$ cat config.mk
export PLATFORM = sky130hd
export DESIGN_NAME = result_fifo
export DESIGN_NICKNAME = d
export VERILOG_FILES = /design/src/rtl/result_fifo_pkg.sv /design/src/rtl/fifo_mem.sv /design/src/rtl/result_fifo.sv
export SDC_FILE = /design/constraint.sdc
export NUM_CORES = 1
export LEC_CHECK = 0
export ABC_CLOCK_PERIOD_IN_PS = 8000
export BUFFER_PORTS_ARGS = -buffer_cell sky130_fd_sc_hd__buf_4
export CELL_PAD_IN_SITES_DETAIL_PLACEMENT = 0
export CELL_PAD_IN_SITES_GLOBAL_PLACEMENT = 1
export CORE_MARGIN = 3
export CORE_UTILIZATION = 39
export DETAILED_ROUTE_END_ITERATION = 6
export PLACE_DENSITY_LB_ADDON = 0.1
export SLEW_MARGIN = 20
export SYNTH_ARGS = -nofsm -noshare
export SYNTH_HDL_FRONTEND = slang
export SYNTH_HIERARCHICAL = 1
export SYNTH_SLANG_ARGS = --single-unit
$ cat constraint.sdc
create_clock -name clk -period 8 [get_ports clk]
set_input_delay 1.6 -clock clk [delete_from_list [all_inputs] [get_ports clk]]
set_output_delay 1.6 -clock clk [all_outputs]
set_load 0.03 [all_outputs]
$ cat src/rtl/result_fifo_pkg.sv
// Shared word-width and depth defaults for the result FIFO and its upstream wrapper.
package result_fifo_pkg;
  localparam int RF_DATA_W = 21;
  localparam int RF_DEPTH  = 16;
  localparam int RF_ADDR_W = $clog2(RF_DEPTH);
endpackage

$ cat src/rtl/fifo_mem.sv
// DEPTH x DATA_W register array: one synchronous write port, one registered read port.
module fifo_mem
  import result_fifo_pkg::*;
#(
  parameter int DATA_W = RF_DATA_W,
  parameter int DEPTH  = RF_DEPTH,
  parameter int ADDR_W = $clog2(DEPTH)
) (
  input  logic              clk,
  input  logic              rst,
  input  logic              wr_en,
  input  logic [ADDR_W-1:0] wr_addr,
  input  logic [DATA_W-1:0] wr_data,
  input  logic              rd_en,
  input  logic [ADDR_W-1:0] rd_addr,
  output logic [DATA_W-1:0] rd_data
);

  logic [DATA_W-1:0] mem [DEPTH];

  // The array itself is never reset; only the read register is.
  always_ff @(posedge clk) begin
    if (wr_en) mem[wr_addr] <= wr_data;
  end

  always_ff @(posedge clk or posedge rst) begin
    if (rst)        rd_data <= '0;
    else if (rd_en) rd_data <= mem[rd_addr];
  end

endmodule

$ cat src/rtl/result_fifo.sv
// Synchronous result FIFO: pointer/count/flag control around a fifo_mem array.
module result_fifo
  import result_fifo_pkg::*;
#(
  parameter int DATA_W = RF_DATA_W,
  parameter int DEPTH  = RF_DEPTH,
  localparam int ADDR_W = $clog2(DEPTH)
) (
  input  logic              clk,
  input  logic              rst,
  input  logic              wr_req,
  input  logic [DATA_W-1:0] wr_data,
  output logic              full,
  input  logic              rd_req,
  output logic [DATA_W-1:0] rd_data,
  output logic              rd_valid,
  output logic              empty,
  output logic [ADDR_W:0]   count,
  output logic              wr_err,
  output logic              rd_err
);

  localparam logic [ADDR_W:0] FULL_CNT = (ADDR_W + 1)'(DEPTH);

  logic [ADDR_W-1:0] wr_ptr;
  logic [ADDR_W-1:0] rd_ptr;
  logic              wr_acc;
  logic              rd_acc;

  assign full  = (count == FULL_CNT);
  assign empty = (count == '0);

  // Flags come from the current count, so a full FIFO still drains and an
  // empty FIFO never lets a same-cycle write fall through to the reader.
  assign wr_acc = wr_req && !full && !rst;
  assign rd_acc = rd_req && !empty && !rst;

  always_ff @(posedge clk or posedge rst) begin
    if (rst) begin
      wr_ptr   <= '0;
      rd_ptr   <= '0;
      count    <= '0;
      rd_valid <= 1'b0;
      wr_err   <= 1'b0;
      rd_err   <= 1'b0;
    end else begin
      if (wr_acc) wr_ptr <= wr_ptr + 1'b1;
      if (rd_acc) rd_ptr <= rd_ptr + 1'b1;
      case ({wr_acc, rd_acc})
        2'b10:   count <= count + 1'b1;
        2'b01:   count <= count - 1'b1;
        default: count <= count;
      endcase
      rd_valid <= rd_acc;
      if (wr_req && full)  wr_err <= 1'b1;
      if (rd_req && empty) rd_err <= 1'b1;
    end
  end

  fifo_mem #(
    .DATA_W (DATA_W),
    .DEPTH  (DEPTH),
    .ADDR_W (ADDR_W)
  ) u_mem (
    .clk     (clk),
    .rst     (rst),
    .wr_en   (wr_acc),
    .wr_addr (wr_ptr),
    .wr_data (wr_data),
    .rd_en   (rd_acc),
    .rd_addr (rd_ptr),
    .rd_data (rd_data)
  );

endmodule

==> results of run 1 <==
==> worst paths after layout <==
check | startpoint | to | slack (ps) | cells past startpoint
worst min register to register | rd_err | rd_err | 460 | 1
worst max register to register | count[3] | count[4] | 4870 | 8
max in group asynchronous | rst | rd_ptr[2] | 6330 | 2
worst min-delay path | rd_err | rd_err | 460 | 1
worst max-delay path | rst | count[4] | 4210 | 9
min in group asynchronous | rst | rd_ptr[0] | 1190 | 2
==> synthesized netlist by cell type (3+ instances only) <==
library cell / number / area share
sky130_fd_sc_hd__nor3_1: 4 / 0.0014
sky130_fd_sc_hd__a221oi_2: 20 / 0.020
sky130_fd_sc_hd__buf_8: 3 / 0.0030
sky130_fd_sc_hd__mux2_2: 3 / 0.0023
sky130_fd_sc_hd__buf_6: 11 / 0.0084
sky130_fd_sc_hd__inv_1: 7 / 0.0018
sky130_fd_sc_hd__nor2_1: 36 / 0.0091
sky130_fd_sc_hd__nand2b_1: 4 / 0.0017
sky130_fd_sc_hd__nand3b_1: 3 / 0.0015
sky130_fd_sc_hd__mux4_1: 34 / 0.060
sky130_fd_sc_hd__edfxtp_1: 336 / 0.68
sky130_fd_sc_hd__o22ai_1: 21 / 0.0089
sky130_fd_sc_hd__o211ai_1: 3 / 0.0015
sky130_fd_sc_hd__clkbuf_8: 16 / 0.015
sky130_fd_sc_hd__a21o_1: 3 / 0.0015
sky130_fd_sc_hd__xnor2_1: 5 / 0.0030
sky130_fd_sc_hd__a21oi_1: 3 / 0.0010
sky130_fd_sc_hd__dfrtp_1: 37 / 0.062
sky130_fd_sc_hd__mux4_2: 50 / 0.076
sky130_fd_sc_hd__ha_1: 6 / 0.0051
sky130_fd_sc_hd__nand3_1: 4 / 0.0014
sky130_fd_sc_hd__xor2_1: 3 / 0.0018
sky130_fd_sc_hd__mux2i_1: 21 / 0.014
==> worst reg2reg max path, stage by stage (launching register included) <==
cell and delay, ps:
sky130_fd_sc_hd__dfrtp_1 460, sky130_fd_sc_hd__nor4_2 470, sky130_fd_sc_hd__a21oi_1 300, sky130_fd_sc_hd__inv_1 130
sky130_fd_sc_hd__ha_1 370, sky130_fd_sc_hd__ha_1 360, sky130_fd_sc_hd__or4b_2 660, sky130_fd_sc_hd__o311ai_0 130
sky130_fd_sc_hd__o211ai_1 120
==> metrics by stage <==
| step | worst slack, ps | instances | instance area [um^2] |
|---|---|---|---|
| after CTS | 4200 | 1287 | 16900 |
| after global routing | 4090 | 1288 | 17000 |
| final | 4210 | 1288 | 17000 |
| after floorplan | 3470 | 662 | 14800 |
| after global placement | 3740 | 1212 | 15700 |
| after detailed placement | 3640 | 1212 | 15700 |
==> final cells by class <==
type                    instances  area (um^2)  share of cell area
multi-input cells             248         3390               0.200
clock inverters                17          114             0.00671
repair buffers                 81          628              0.0370
flip-flops and latches        373        11000               0.650
inverters                       7         26.3             0.00155
well taps                     504          631              0.0372
clock buffers                  58         1150              0.0678
==> power by group <==
| group | internal, mW | switching (mW) | total, mW |
|---|---|---|---|
| logic | 0.703 | 0.872 | 1.58 |
| clock network | 1.03 | 0.734 | 1.77 |
| registers | 2.31 | 0.192 | 2.50 |
==> flip-flops by register name, summed over array words and instances (netlist names) <==
signal and flops:
rd_ptr 4, count 5, rd_valid 1, wr_err 1, wr_ptr 4, u_mem/mem 336
rd_err 1, u_mem/rd_data 21
==> layer usage <==
| metal | GRT usage | up-vias | share of wire |
|---|---|---|---|
| met3 | 0.0297 | 57 | 0.045 |
| met2 | 0.274 | 169 | 0.48 |
| met5 | 0 | - | 0.00038 |
| met4 | 0.0457 | 2 | 0.022 |
| met1 | 0.241 | 3813 | 0.45 |
| li1 | - | 3008 | - |
==> logic make-up (layout without fill, tap and decap cells) <==
kind of cell,count (synthesis),count (layout),share of synthesized area
fa+ha+maj,7,7,0.00642
xor+xnor,8,8,0.00473
simple gates,65,65,0.0220
flops,373,373,0.743
mux,109,109,0.154
compound gates,59,59,0.0387
buf+inv,41,163,0.0312
==> run summary, run 1 <==
### Die
- I/O pin total: 56
- initial standard-cell utilization of the core: 0.400
- core footprint: 37000 um^2
- Die Span Y: 201 um
- chip width: 201 um
- die area: 40400 um^2
- total number of placement rows: 70

### Flow run
- Max-Cap Viols: 0

### Final layout
- fraction of final layout cells sized beyond drive strength 1: 0.301
- area overhead of the layout relative to synthesis: 14.5%
- commonest non-fill, non-tap cell in the layout: sky130_fd_sc_hd__edfxtp_1
- share of the core filled with cells in the final layout: 0.458
- fillcell total: 3123
- most frequent cells in the layout: 336 x sky130_fd_sc_hd__edfxtp_1, 80 x sky130_fd_sc_hd__buf_4, 50 x sky130_fd_sc_hd__mux4_2
- net count of the finished layout: 784
- number of inserted diodes: 0

### Global routing
- Global Route Usage Sum: 0.170
- via count of the first global-routing pass: 7716
- initial antenna violation count: 1
- pin count of the biggest net entering global routing: 61
- global-route wire length before repair: 51.2 mm
- GRT overflow: 0

### STA
- Final setup violation count: 0
- final count of pins violating max slew: 0
- FMAX: 264 MHz
- relative max-transition margin: 0.317
- post-route setup TNS: 0 ps
- Worst Max-Slew Pin Slew: 1020 ps
- Final Hold Fails: 0
- worst hold-check slack: 461 ps
- Clock Skew: 14.7 ps
- share of the clock period used by the worst path: 0.473
- minimum clock period: 3790 ps
- setup repair after global routing missed its margin: no

### Clocking
- maximum level of the CTS H-tree: 2
- CTS Buf Count: 41
- Sinks on Clock Net: 373
- Clock Pin Slew Worst Setup and Hold Paths: 50 ps
- cell chosen for the clock root: sky130_fd_sc_hd__clkbuf_16
- Post-CTS Hold Buffers: 0
- number of buffers on the longest clock path: 3
- CTS tree: built
- clock insertion delay at the later pin of the skew report: 540 ps
- count of cells resized by post-cts repair: 0
- Post-CTS Setup Bufs: 0

### Synthesis
- post-synthesis instance area: 14800 um^2
- Post-synth EDFFs: 336
- mean instance size in the synthesized netlist: 22.4 um^2
- yosys warns: 6
- proportion of synthesized flip-flops having asynchronous set or reset: 0.0992
- prevailing post-synth register cell: sky130_fd_sc_hd__edfxtp_1
- synthesized netlist cell count: 662
- Post-Syn Nets: 694
- flop and latch count out of synthesis: 373
- sequential cell area fraction in the yosys report: 0.743
- Yosys cell types: 48

### Place
- final weighted congestion in routability-driven placement: 0.718
- IO Port Bufs: 55
- half-perimeter wire length after placement: 18.7 mm

### Worst setup path
- largest incremental delay on the critical path: 660 ps
- crit path capture type: register
- critical path start-end classification: in -> reg
- crit-path most repeated cell: sky130_fd_sc_hd__ha_1
- CP cell instances: buf_4 > nand2b_1 > a21oi_1 > inv_1 > ha_1 > ha_1 > or4b_2 > o311ai_0 > o211ai_1
- element type at the critical path start: input port
- Worst path top cell family by delay: simple AND/OR/NAND/NOR gates
- CP required: 8400 ps
- WP buf/inv: 2
- crit-path max FO: 10
- data arrival at the endpoint of the critical path: 4180 ps
- slowest cell on the critical path: sky130_fd_sc_hd__or4b_2

### Hold path
- type of the worst min-delay path: reg -> reg

### Drt
- number of search-and-repair iterations in the first detailed-routing pass: 4
- number of vias per cell after detailed routing: 5.47
- DRC violation count after routing: 0
- average routed wire per standard cell: 26.3 um
- number of vias after detailed routing: 7049
- initial drt markers: 452
- sum of routed wire length over all layers: 33.9 mm
- number of routed nets with antenna violations: 0

### Power and ir drop
- worst IR drop on VDD: 0.174 mV
- standby leakage power: 5.66 nW
- pwr/cell area: 345 nW/um^2
- overall power after layout: 5.85 mW

### Run status
- run status: finished, final reports clean

Power figures use the tool's default switching activity.
==> run 2: changes to the inputs <==
--- a/config.mk
+++ b/config.mk
@@ -5,7 +5,8 @@
 export SDC_FILE = /design/constraint.sdc
 export NUM_CORES = 1
 export LEC_CHECK = 0
-export ABC_CLOCK_PERIOD_IN_PS = 8000
+export ABC_AREA = 1
+export ABC_CLOCK_PERIOD_IN_PS = 3250
 export BUFFER_PORTS_ARGS = -buffer_cell sky130_fd_sc_hd__buf_4
 export CELL_PAD_IN_SITES_DETAIL_PLACEMENT = 0
 export CELL_PAD_IN_SITES_GLOBAL_PLACEMENT = 1
==> constraint.sdc (replaced) <==
create_clock -name clk -period 3.25 [get_ports clk]
set_input_delay 0.65 -clock clk [delete_from_list [all_inputs] [get_ports clk]]
set_output_delay 0.65 -clock clk [all_outputs]
set_load 0.03 [all_outputs]
==> run summary, run 2 <==
### Final layout
- fraction of final layout cells sized beyond drive strength 1: 0.129, -0.172
- most frequent cells in the layout: 549 x sky130_fd_sc_hd__nand2_1, 336 x sky130_fd_sc_hd__edfxtp_1, 262 x sky130_fd_sc_hd__nand3_1
- commonest non-fill, non-tap cell in the layout: sky130_fd_sc_hd__nand2_1
- area overhead of the layout relative to synthesis: 14.9%
- net count of the finished layout: 1432, +83%
- number of inserted diodes: 0, unchanged
- combined area of the multi-input logic cells: 3790 um^2, +12%
- final std cells w/o fill: 1940, +51%
- biggest regs: u_mem/mem: 336 flops, u_mem/rd_data: 21 flops, count: 5 flops
- cell area after layout: 17600 um^2, +3.7%
- share of the core filled with cells in the final layout: 0.461, +0.00284
- Biggest register: u_mem/mem
- number of flip-flops under the largest register name: 336, unchanged
- area taken by flip-flops and latches: 11000 um^2, unchanged
- fillcell total: 3575, +14%

### STA
- minimum clock period: 2250 ps
- share of the clock period used by the worst path: 0.691
- post-route setup TNS: 0 ps, unchanged
- Final Hold Fails: 0, unchanged
- Clock Skew: 17.5 ps, +2.86 ps
- final count of pins violating max slew: 0, unchanged
- final setup margin: 1000 ps, -3210 ps
- worst hold-check slack: 111 ps, -350 ps
- Final setup violation count: 0, unchanged
- setup repair after global routing missed its margin: no
- relative max-transition margin: 0.270, -0.0475
- FMAX: 445 MHz
- Worst Max-Slew Pin Slew: 1090 ps, +71.1 ps

### Clocking
- CTS Buf Count: 41, unchanged
- maximum level of the CTS H-tree: 2, unchanged
- cell chosen for the clock root: sky130_fd_sc_hd__clkbuf_16
- Post-CTS Hold Buffers: 0, unchanged
- Sinks on Clock Net: 373, unchanged
- Clock Pin Slew Worst Setup and Hold Paths: 60 ps, about the same
- clock insertion delay at the later pin of the skew report: 540 ps, about the same
- number of buffers on the longest clock path: 3, unchanged
- Post-CTS Setup Bufs: 0, unchanged
- count of cells resized by post-cts repair: 0, unchanged
- CTS tree: built

### Power and ir drop
- overall power after layout: 15.6 mW, +170%
- worst IR drop on VDD: 0.522 mV, +200%
- standby leakage power: 6.79 nW, +20%
- pwr/cell area: 884 nW/um^2, +160%

### Synthesis
- top cells by area, synth: sky130_fd_sc_hd__edfxtp_1 66%, sky130_fd_sc_hd__nand2_1 13%, sky130_fd_sc_hd__nand3_1 8.6%
- flop and latch count out of synthesis: 373, unchanged
- post-synthesis instance area: 15300 um^2, +3.4%
- Yosys cell types: 28, -42%
- cell accounting for the most synthesized area: sky130_fd_sc_hd__edfxtp_1
- proportion of synthesized flip-flops having asynchronous set or reset: 0.0992, unchanged
- Post-synth EDFFs: 336, unchanged
- mean instance size in the synthesized netlist: 11.5 um^2, -49%
- synthesized netlist cell count: 1335, +100%
- top cell type's share of synthesized area: 0.658, -0.0225
- prevailing post-synth register cell: sky130_fd_sc_hd__edfxtp_1
- sequential cell area fraction in the yosys report: 0.719, -0.0246
- Post-Syn Nets: 1367, +97%
- yosys warns: 6, unchanged
- leading cell type by number of instances after synthesis: sky130_fd_sc_hd__nand2_1
- top cell types by occurrence after synthesis: 549 x sky130_fd_sc_hd__nand2_1, 336 x sky130_fd_sc_hd__edfxtp_1, 262 x sky130_fd_sc_hd__nand3_1

### Drt
- number of vias per cell after detailed routing: 5.07, -7.4%
- number of vias after detailed routing: 9830, +39%
- initial drt markers: 652, +44%
- number of search-and-repair iterations in the first detailed-routing pass: 5, +1
- sum of routed wire length over all layers: 40.2 mm, +19%
- average routed wire per standard cell: 20.7 um, -21%
- DRC violation count after routing: 0, unchanged
- number of routed nets with antenna violations: 0, unchanged

### Die
- core footprint: 38200 um^2, +3.1%
- Die Span Y: 204 um, +1.6%
- I/O pin total: 56, unchanged
- initial standard-cell utilization of the core: 0.401, +0.00121
- chip width: 204 um, +1.6%
- die area: 41700 um^2, +3.3%
- total number of placement rows: 71, +1.4%

### Hold path
- type of the worst min-delay path: in -> async

### Global routing
- GRT overflow: 0, unchanged
- via count of the first global-routing pass: 9703, +26%
- Global Route Usage Sum: 0.198, +0.0275
- global-route wire length before repair: 61.7 mm, +20%
- pin count of the biggest net entering global routing: 113, +85%
- initial antenna violation count: 1, unchanged

### Place
- final weighted congestion in routability-driven placement: 0.741, +3.2%
- standard cell area after detailed placement: 16300 um^2, +4.1%
- half-perimeter wire length after placement: 23.2 mm, +24%
- pre-CTS WS: 703 ps, -2940 ps
- placed insts: 1868, +54%
- IO Port Bufs: 55, unchanged

### Flow run
- Max-Cap Viols: 0, unchanged

### Worst setup path
- crit-path max FO: 7, -3
- critical path start-end classification: reg -> out
- data arrival at the endpoint of the critical path: 1600 ps, -2580 ps
- element type at the critical path start: register
- CP cell instances: nor2_4 > nand3_4 > inv_2 > buf_4
- Reg-to-Reg Start: count[1]
- slowest cell on the critical path: sky130_fd_sc_hd__dfrtp_1
- crit path capture type: output pin
- number of cells on the worst reg-to-reg path: 11, +3
- CP required: 2600 ps, -5800 ps
- setup slack of the worst register-to-register path: 1010 ps, -3860 ps
- critical register-to-register path endpoint: count[4]
- largest incremental delay on the critical path: 470 ps, -190 ps

### Run status
- run status: finished, final reports clean

## run 2: cell count changes after synthesis, sizes merged, moves of 7 or more
cell	delta
nand2	+547
mux2i	-21
buf	+43
nand4	+7
inv	+17
o22ai	-21
mux4	-84
nor2	-11
nand3	+262
a221oi	-21
## run 2: worst max-delay path by stage
stage / cells after the start / from / slack [ps] / to
3_5_place_dp: 11 / rst / 700 / count[4]
6_report: 4 / count[1] / 1000 / full
3_3_place_gp: 11 / rst / 710 / count[4]
2_1_floorplan: 5 / rst / 740 / u_mem/mem[12][0]
4_1_cts: 4 / count[1] / 960 / full
5_1_grt: 10 / rd_ptr[0] / 810 / u_mem/rd_data[0]
## run 2: cell families after synthesis
group | synth area share
compound gates | 0.00131
xor+xnor | 0.000572
fa+ha+maj | 0.00621
buf+inv | 0.0363
flops | 0.719
simple gates | 0.237
## run 2: layout make-up
cell class                      instances  area share
Clock buffer                           49      0.0624
Clock inverter                         23      0.0105
Multi-Input combinational cell        864       0.215
Timing Repair Buffer                   95      0.0434
Tap cell                              511      0.0363
Inverter                               25     0.00562
Sequential cell                       373       0.626
## run 2: critical path: cells and delay by family, from the launching register on
kind,cells,cell delay (ps)
AND/OR/NAND/NOR,2,340
buffers and inverters,2,260
flip-flops,1,470
## run 2: where the power goes
group / switching [mW] / leakage [nW] / internal [mW]
sequential: 0.304 / 3.48 / 5.64
clock: 1.82 / 0.635 / 2.64
combinational: 3.68 / 2.68 / 1.49
## run 2: metal layers
metal | track usage | share of wire | vias to the layer above
li1 | - | - | 4726
met1 | 0.287 | 0.47 | 4800
met3 | 0.0349 | 0.053 | 58
met5 | 0 | 0.00032 | -
met2 | 0.312 | 0.46 | 244
met4 | 0.0479 | 0.021 | 2
